==> config.mk <==
export PLATFORM = sky130hd
export DESIGN_NAME = l2_switch_port_arbiter
export DESIGN_NICKNAME = d
export VERILOG_FILES = /design/src/rtl/l2_switch_pkg.sv /design/src/rtl/l2_rr_pick.sv /design/src/rtl/l2_switch_port_arbiter.sv
export SDC_FILE = /design/constraint.sdc
export NUM_CORES = 1
export LEC_CHECK = 0
export BUFFER_PORTS_ARGS = -buffer_cell sky130_fd_sc_hd__buf_4
export CAP_MARGIN = 25
export CORE_ASPECT_RATIO = 2
export CORE_MARGIN = 2
export CORE_UTILIZATION = 50
export CTS_BUF_LIST = sky130_fd_sc_hd__clkbuf_16
export DETAILED_ROUTE_END_ITERATION = 8
export PLACE_DENSITY = 0.85
export SETUP_SLACK_MARGIN = 0.05
export SLEW_MARGIN = 5
export SYNTH_ARGS = -nofsm -noshare
export SYNTH_HDL_FRONTEND = slang
export SYNTH_SLANG_ARGS = --single-unit
==> constraint.sdc <==
create_clock -name FPGA_CLK -period 3.8 [get_ports FPGA_CLK]
set_input_delay 0.76 -clock FPGA_CLK [delete_from_list [all_inputs] [get_ports FPGA_CLK]]
set_output_delay 0.76 -clock FPGA_CLK [all_outputs]
set_load 0.02 [all_outputs]
==> src/rtl/l2_switch_pkg.sv <==
// Shared frame layout {dst,src,payload}, node IDs and arbiter FSM state encodings
// for the L2 switch port arbiter (optional stats build: L2_ARB_STATS_EN).
package l2_switch_pkg;

  localparam int ID_W      = 4;
  localparam int PAYLOAD_W = 4;
  localparam int FRAME_W   = 2*ID_W + PAYLOAD_W;
  localparam int PL_LSB    = 0;
  localparam int SRC_LSB   = PL_LSB + PAYLOAD_W;
  localparam int DST_LSB   = SRC_LSB + ID_W;

  localparam logic [ID_W-1:0] NODE_A = 4'hA;
  localparam logic [ID_W-1:0] NODE_B = 4'hB;
  localparam logic [ID_W-1:0] NODE_C = 4'hC;
  localparam logic [ID_W-1:0] NODE_D = 4'hD;

  localparam logic [2:0] ST_IDLE    = 3'd0;
  localparam logic [2:0] ST_GRANT   = 3'd1;
  localparam logic [2:0] ST_XFER    = 3'd2;
  localparam logic [2:0] ST_HOLD    = 3'd3;
  localparam logic [2:0] ST_RELEASE = 3'd4;

  // A frame addressed to its own sender never enters the fabric.
  function automatic logic is_loopback(input logic [FRAME_W-1:0] f);
    return f[DST_LSB +: ID_W] == f[SRC_LSB +: ID_W];
  endfunction

  function automatic logic [FRAME_W-1:0] make_frame(input logic [ID_W-1:0] dst,
                                                    input logic [ID_W-1:0] src,
                                                    input logic [PAYLOAD_W-1:0] pl);
    logic [FRAME_W-1:0] f;
    f = '0;
    f[DST_LSB +: ID_W]     = dst;
    f[SRC_LSB +: ID_W]     = src;
    f[PL_LSB +: PAYLOAD_W] = pl;
    return f;
  endfunction

endpackage

==> src/rtl/l2_rr_pick.sv <==
// Combinational rotate-priority pick: first set request bit at or after the
// round-robin pointer, wrapping modulo N_PORTS.
module l2_rr_pick
  import l2_switch_pkg::*;
#(
  parameter int N_PORTS = 4,
  parameter int IDX_W   = 2
) (
  input  logic [N_PORTS-1:0] i_req,
  input  logic [IDX_W-1:0]   i_rr_ptr,
  output logic [IDX_W-1:0]   o_winner,
  output logic               o_valid
);

  logic [IDX_W-1:0] w_idx [N_PORTS];

  generate
    for (genvar gi = 0; gi < N_PORTS; gi++) begin : g_idx
      assign w_idx[gi] = IDX_W'((int'(i_rr_ptr) + gi) % N_PORTS);
    end
  endgenerate

  // Scan from lowest priority upward so the highest-priority hit is written last.
  always_comb begin
    o_winner = '0;
    o_valid  = 1'b0;
    for (int k = N_PORTS - 1; k >= 0; k--) begin
      if (i_req[w_idx[k]]) begin
        o_winner = w_idx[k];
        o_valid  = 1'b1;
      end
    end
  end

endmodule

==> src/rtl/l2_switch_port_arbiter.sv <==
// Round-robin owner of the shared switch fabric: latch one port's frame, hand it
// over with valid/ready, hold the fabric, then ack. Define L2_ARB_STATS_EN for grant counters.
module l2_switch_port_arbiter
  import l2_switch_pkg::*;
#(
  parameter int N_PORTS      = 4,
  parameter int FRAME_CYCLES = 4,
  parameter int TIMEOUT      = 16
) (
  input  logic                       FPGA_CLK,
  input  logic                       FPGA_RST_BTN,
  input  logic [N_PORTS-1:0]         req,
  input  logic [N_PORTS*FRAME_W-1:0] frame_in,
  input  logic                       fab_ready,
  output logic [N_PORTS-1:0]         grant,
  output logic                       fab_valid,
  output logic [FRAME_W-1:0]         fab_frame,
  output logic [N_PORTS-1:0]         req_ack,
  output logic [N_PORTS-1:0]         drop,
  output logic                       busy,
  output logic [N_PORTS*8-1:0]       stat_cnt
);

  localparam int IDX_W = (N_PORTS > 1) ? $clog2(N_PORTS) : 1;
  localparam int TO_W  = $clog2(TIMEOUT + 1);
  localparam int HC_W  = $clog2(FRAME_CYCLES + 1);

  logic [2:0]         r_state;
  logic [IDX_W-1:0]   r_rr_ptr;
  logic [IDX_W-1:0]   r_winner;
  logic [FRAME_W-1:0] r_frame;
  logic               r_dropped;
  logic [TO_W-1:0]    r_to_cnt;
  logic [HC_W-1:0]    r_hold_cnt;
  logic [N_PORTS-1:0] r_grant;
  logic [N_PORTS-1:0] r_req_ack;
  logic [N_PORTS-1:0] r_drop;
  logic               r_fab_valid;
  logic               r_busy;

  logic [IDX_W-1:0]   w_pick_idx;
  logic               w_pick_valid;
  logic [IDX_W-1:0]   w_rr_next;

  l2_rr_pick #(
    .N_PORTS (N_PORTS),
    .IDX_W   (IDX_W)
  ) u_pick (
    .i_req    (req),
    .i_rr_ptr (r_rr_ptr),
    .o_winner (w_pick_idx),
    .o_valid  (w_pick_valid)
  );

  assign w_rr_next = (r_winner == IDX_W'(N_PORTS - 1)) ? '0 : r_winner + IDX_W'(1);

  always_ff @(posedge FPGA_CLK or negedge FPGA_RST_BTN) begin
    if (!FPGA_RST_BTN) begin
      r_state     <= ST_IDLE;
      r_rr_ptr    <= '0;
      r_winner    <= '0;
      r_frame     <= '0;
      r_dropped   <= 1'b0;
      r_to_cnt    <= '0;
      r_hold_cnt  <= '0;
      r_grant     <= '0;
      r_req_ack   <= '0;
      r_drop      <= '0;
      r_fab_valid <= 1'b0;
      r_busy      <= 1'b0;
    end else begin
      r_req_ack <= '0;
      r_drop    <= '0;
      case (r_state)
        ST_IDLE: begin
          if (w_pick_valid) begin
            r_winner <= w_pick_idx;
            r_frame  <= frame_in[w_pick_idx*FRAME_W +: FRAME_W];
            r_grant  <= N_PORTS'(1) << w_pick_idx;
            r_busy   <= 1'b1;
            r_state  <= ST_GRANT;
          end
        end
        ST_GRANT: begin
          r_to_cnt <= '0;
          if (is_loopback(r_frame)) begin
            r_dropped <= 1'b1;
            r_req_ack <= r_grant;
            r_drop    <= r_grant;
            r_state   <= ST_RELEASE;
          end else begin
            r_dropped   <= 1'b0;
            r_fab_valid <= 1'b1;
            r_state     <= ST_XFER;
          end
        end
        ST_XFER: begin
          r_hold_cnt <= '0;
          // A ready arriving in the last allowed cycle still wins over the timeout.
          if (fab_ready) begin
            r_fab_valid <= 1'b0;
            r_state     <= ST_HOLD;
          end else if (r_to_cnt == TO_W'(TIMEOUT - 1)) begin
            r_fab_valid <= 1'b0;
            r_dropped   <= 1'b1;
            r_req_ack   <= r_grant;
            r_drop      <= r_grant;
            r_state     <= ST_RELEASE;
          end else begin
            r_to_cnt <= r_to_cnt + TO_W'(1);
          end
        end
        ST_HOLD: begin
          if (r_hold_cnt == HC_W'(FRAME_CYCLES - 1)) begin
            r_req_ack <= r_grant;
            r_state   <= ST_RELEASE;
          end else begin
            r_hold_cnt <= r_hold_cnt + HC_W'(1);
          end
        end
        ST_RELEASE: begin
          r_rr_ptr <= w_rr_next;
          r_grant  <= '0;
          r_busy   <= 1'b0;
          r_state  <= ST_IDLE;
        end
        default: begin
          r_grant     <= '0;
          r_fab_valid <= 1'b0;
          r_busy      <= 1'b0;
          r_state     <= ST_IDLE;
        end
      endcase
    end
  end

  assign grant     = r_grant;
  assign fab_valid = r_fab_valid;
  assign fab_frame = r_frame;
  assign req_ack   = r_req_ack;
  assign drop      = r_drop;
  assign busy      = r_busy;

`ifdef L2_ARB_STATS_EN
  generate
    for (genvar gi = 0; gi < N_PORTS; gi++) begin : g_stat
      logic [7:0] r_stat;
      always_ff @(posedge FPGA_CLK or negedge FPGA_RST_BTN) begin
        if (!FPGA_RST_BTN) begin
          r_stat <= '0;
        end else if (r_state == ST_RELEASE && !r_dropped &&
                     r_winner == IDX_W'(gi) && r_stat != 8'hFF) begin
          r_stat <= r_stat + 8'd1;
        end
      end
      assign stat_cnt[gi*8 +: 8] = r_stat;
    end
  endgenerate
`else
  assign stat_cnt = '0;
`endif

endmodule

==> metrics.md <==
| Metric | Value |
|---|---|
| Number of clock buffers inserted by TritonCTS | 5 |
| Area growth from synthesis to layout | 26.6% |
| Net switching power figure | between 0.8 and 0.9 mW |
| DR vias/cell | around 5.3 |
| Total number of yosys warnings | 0 |
| # DRC | 0 |
| Fraction of synthesized cell area in xor and xnor cells | ~1.4% |
| Stage delay of the slowest cell on the critical path | 470 ps |
| Vias post-DR | around 2,100 |
| Clock transition at the registers of the reported paths | 60 ps |
| Placer's final routability congestion estimate | 0.739 |
| Filler instances | 390 |
| Post-synthesis mux area share | 10.5% |
| Outcome | complete, no violations |
| Reg2Reg Depth | 4 |
| Fin nets | a little under 400 |
| RSZ-0062 raised after global routing | false |
| Part of the power in combinational logic | between 40% and 50% |
| Maximum level of the CTS H-tree | 2 |
| Power share of the sequential group | between 30 and 40% |
| Area of the die | ~5600 um2 |
| Final HPWL DP | 4.27 mm |
| Power density over the cells | 690 nW/um2 |
| Post-CTS Repair Setup Buffers | 0 |
| Final Hold Slack | about 450 ps |
| Main combinational cell family by area after synthesis | compound AO/OA/AOI/OAI gates |
| Average wire per standard cell | between 10 and 15 um |
| Arithmetic-cell share of the synthesized area counting full adders, half adders and majority gates | 2.49% |
| Combined area of all synthesized cells | approximately 2500 um2 |
| Synthesized instance count | between 200 and 300 |
| Number of port buffers | 80 |
| Family with the most delay on the worst path | simple AND/OR/NAND/NOR gates |
| Remaining number of nets flagged by the antenna check after routing | 0 |
| Width of the chip | between 50 and 60 um |
| Setup total negative slack | 0 ps |
| Arrival @ worst endpoint | 2430 ps |
| Worst-case register-to-register setup slack | roughly 1600 ps |
| Residual overflow from global routing | 0 |
| Antenna cells | 0 |
| Worst-path cell chain | buf_4 > nor4_2 > nor3_2 > nand2b_1 > or2_4 > o221ai_1 |
| Kind of critical path | input port to flop |
| Endpoint required time on the critical path | between 3000 and 4000 ps |
| Pin count of the biggest net entering global routing | 42 |
| Cell row count | 36 |
| Post-Route WL | 5.58 mm |
| Simple logic cell fraction of the synthesized area | roughly 15% |
| Gates resized, CTS repair | 0 |
| Clock latency on the worst-skew pair | ~280 ps |
| Critical Path Slowest Stage Cell | nand2b_1 |
| Compound-Gate Fraction of Synth Area | between 10% and 20% |
| Number of max-capacitance violations reported | 0 |
| Path class of the lowest-slack min-delay path | input port to async pin |
| Average cell area after synthesis | ~10 um2 |
| Net Sw Frac | around 40% |
| Flip-flop and latch count after synthesis | slightly above 40 |
| Core ar. | about 4900 um2 |
| Static leakage | around 1.6 nW |
| Clock Root Buffer | clkbuf_16 |
| Rel. slew slack | around 52% |
| Number of sinks driven by the clock tree | 41 |
| Post-synth cell types | 40 |
| Clock power share | between 20% and 30% |
| Maximum clock path buffer count | 2 |
| Height of the die | about 100 um |
| Number of global-route vias before repair | 1,962 |
| Count of boundary I/O pins | between 100 and 150 |
| Layout cells sized above 1 | approximately 32% |
| Pins over their slew limit | 0 |
| Clock tree skew after final layout | approximately 5 ps |
| Final setup viols | 0 |
| Final worst-path cycle share | about three fifths |
| IR Drop Worst-Case VDD | 564 uV |
| Number of antenna violations at the first check in global routing | 0 |
| Hold_buf cts | 0 |
| Total buffers and inverters traversed by the critical path | 1 |
| Count of endpoints failing hold in the final timing report | 0 |
| Sum of internal, switching and leakage power | about 2.2 mW |
| R2R Path End | fab_frame[5]$_DFFE_PN0P_ |
| Worst Max-Slew Pin Slew | ~720 ps |
| Clock period minus worst slack | around 2300 ps |
| Maximum net fanout on the critical path | 15 |
| Startpoint Class | input port |
| Internal Power | 1.32 mW |
| Initial detailed-routing violation count | 42 |
| Fmax | 435 MHz |
| TritonCTS clock tree | yes |
| Share of synthesized area occupied by flip-flops and latches | between 40 and 50% |
| Overall routing resource usage | around a fifth |
| First-pass detailed-route iteration total | 4 |
| Initial standard-cell utilization of the core | between 50% and 60% |
| Critical path capture point type | flop |
| Pre-CTS setup slack | 1240 ps |
| Startpoint of the lowest-slack register-to-register path | r_state[0]$_DFFE_PN0P_ |
| First-pass GRT wire length | around 9 mm |
| Worst setup margin | about 1500 ps |
## layout by cell type, fill, tap and decap left out, types with 4 or more instances in the layout
cell        n
a22o_1      6
dfrtp_1    41
ha_1        5
xor2_1      4
inv_1       6
and2_1      8
mux2i_1    24
nand2_1    35
nand2b_1    7
o221ai_2    9
nor2_1      9
a21oi_1    13
buf_4      81
o21ai_0    12
conb_1     32
clkbuf_16   5
## cell type report
class	count	area [um2]	share of cell area [%]
clock inverters	2	35.0	1.10
multi-input cells	197	1290	40.5
repair buffers	81	608	19.1
flip-flops and latches	41	1030	32.3
inverters	7	26.3	0.826
clock buffers	5	125	3.93
well taps	57	71.3	2.24
## routing by layer
metal  vias to the layer above  wire (um)  track usage [%]
met3                         7        369             3.02
met2                       100       3230             37.9
li1                        994          -                -
met4                         0         83             6.43
met5                         -          0                0
met1                       980       1890             23.0
## registers in the layout (all words and copies together), names as in the netlist
signal and flops:
fab_frame 12, r_to_cnt 5, drop 4, grant 4, req_ack 4, r_hold_cnt 3, r_state 3, r_rr_ptr 2
r_winner 2, busy 1, fab_valid 1
## metrics by stage
step | utilization, % | cell area [um2] | std cells
2_1_floorplan | - | 2630 | 288
4_1_cts | 65.4 | 3180 | 390
5_1_grt | 65.4 | 3180 | 390
3_5_place_dp | 62.1 | 3020 | 383
3_3_place_gp | 62.1 | 3020 | 383
6_report | 65.4 | 3180 | 390
## cells in the mapped netlist
master	number	area share, %
a221o_1	1	0.40
buf_6	1	0.45
and3_1	2	0.50
xor2_1	4	1.4
nand2b_1	7	1.7
nor4_2	1	0.50
a22o_1	6	2.1
mux2_2	2	0.90
a21oi_1	14	2.8
nand3b_1	1	0.30
nor3_2	1	0.40
and2_1	8	2.0
o221ai_1	3	1.0
ha_1	5	2.5
conb_1	1	0.15
a32oi_1	1	0.35
nand2_1	35	5.2
or2_2	3	0.75
mux2i_1	24	9.6
o21bai_1	1	0.30
o31ai_1	1	0.30
o21ai_1	1	0.20
or2_4	1	0.35
inv_1	6	0.90
o21ai_0	12	2.4
nor2_1	9	1.3
a31oi_1	2	0.50
or3_1	2	0.50
inv_2	1	0.15
clkbuf_1	6	0.90
or3b_1	1	0.35
nor4_1	2	0.50
nand3_1	2	0.40
a22oi_1	2	0.60
nor3_1	1	0.20
buf_4	34	10
o221ai_2	9	5.4
a311oi_1	1	0.35
buf_2	2	0.40
dfrtp_1	41	41
## kinds of logic (layout without fill, tap and decap cells)
family / after synthesis / count (layout)
adder cells (fa/ha/maj): 5 / 5
AO/OA/AOI/OAI: 54 / 54
multiplexers: 26 / 26
AND/OR/NAND/NOR: 76 / 76
other: 1 / 32
XOR/XNOR: 4 / 4
flip-flops: 41 / 41
buffers and inverters: 50 / 95
## power by group through the flow
stage,Clock [mW],Combinational (mW),Sequential (mW)
3_3_place_gp,0,0.902,0.791
4_1_cts,0.470,0.942,0.790
6_report,0.468,0.933,0.793
2_1_floorplan,0,0.602,0.818
5_1_grt,0.486,1.02,0.816
3_5_place_dp,0,0.936,0.795
## how the worst max path moves through the flow
stage / startpoint / end / depth (start not counted)
after floorplan: req[0] / fab_frame[0]$_DFFE_PN0P_ / 7
after global placement: req[3] / fab_frame[6]$_DFFE_PN0P_ / 6
after detailed placement: req[3] / fab_frame[5]$_DFFE_PN0P_ / 6
after CTS: req[3] / fab_frame[5]$_DFFE_PN0P_ / 6
after global routing: req[3] / fab_frame[6]$_DFFE_PN0P_ / 6
final: req[3] / fab_frame[5]$_DFFE_PN0P_ / 6
(Power assumes the default switching activity.)
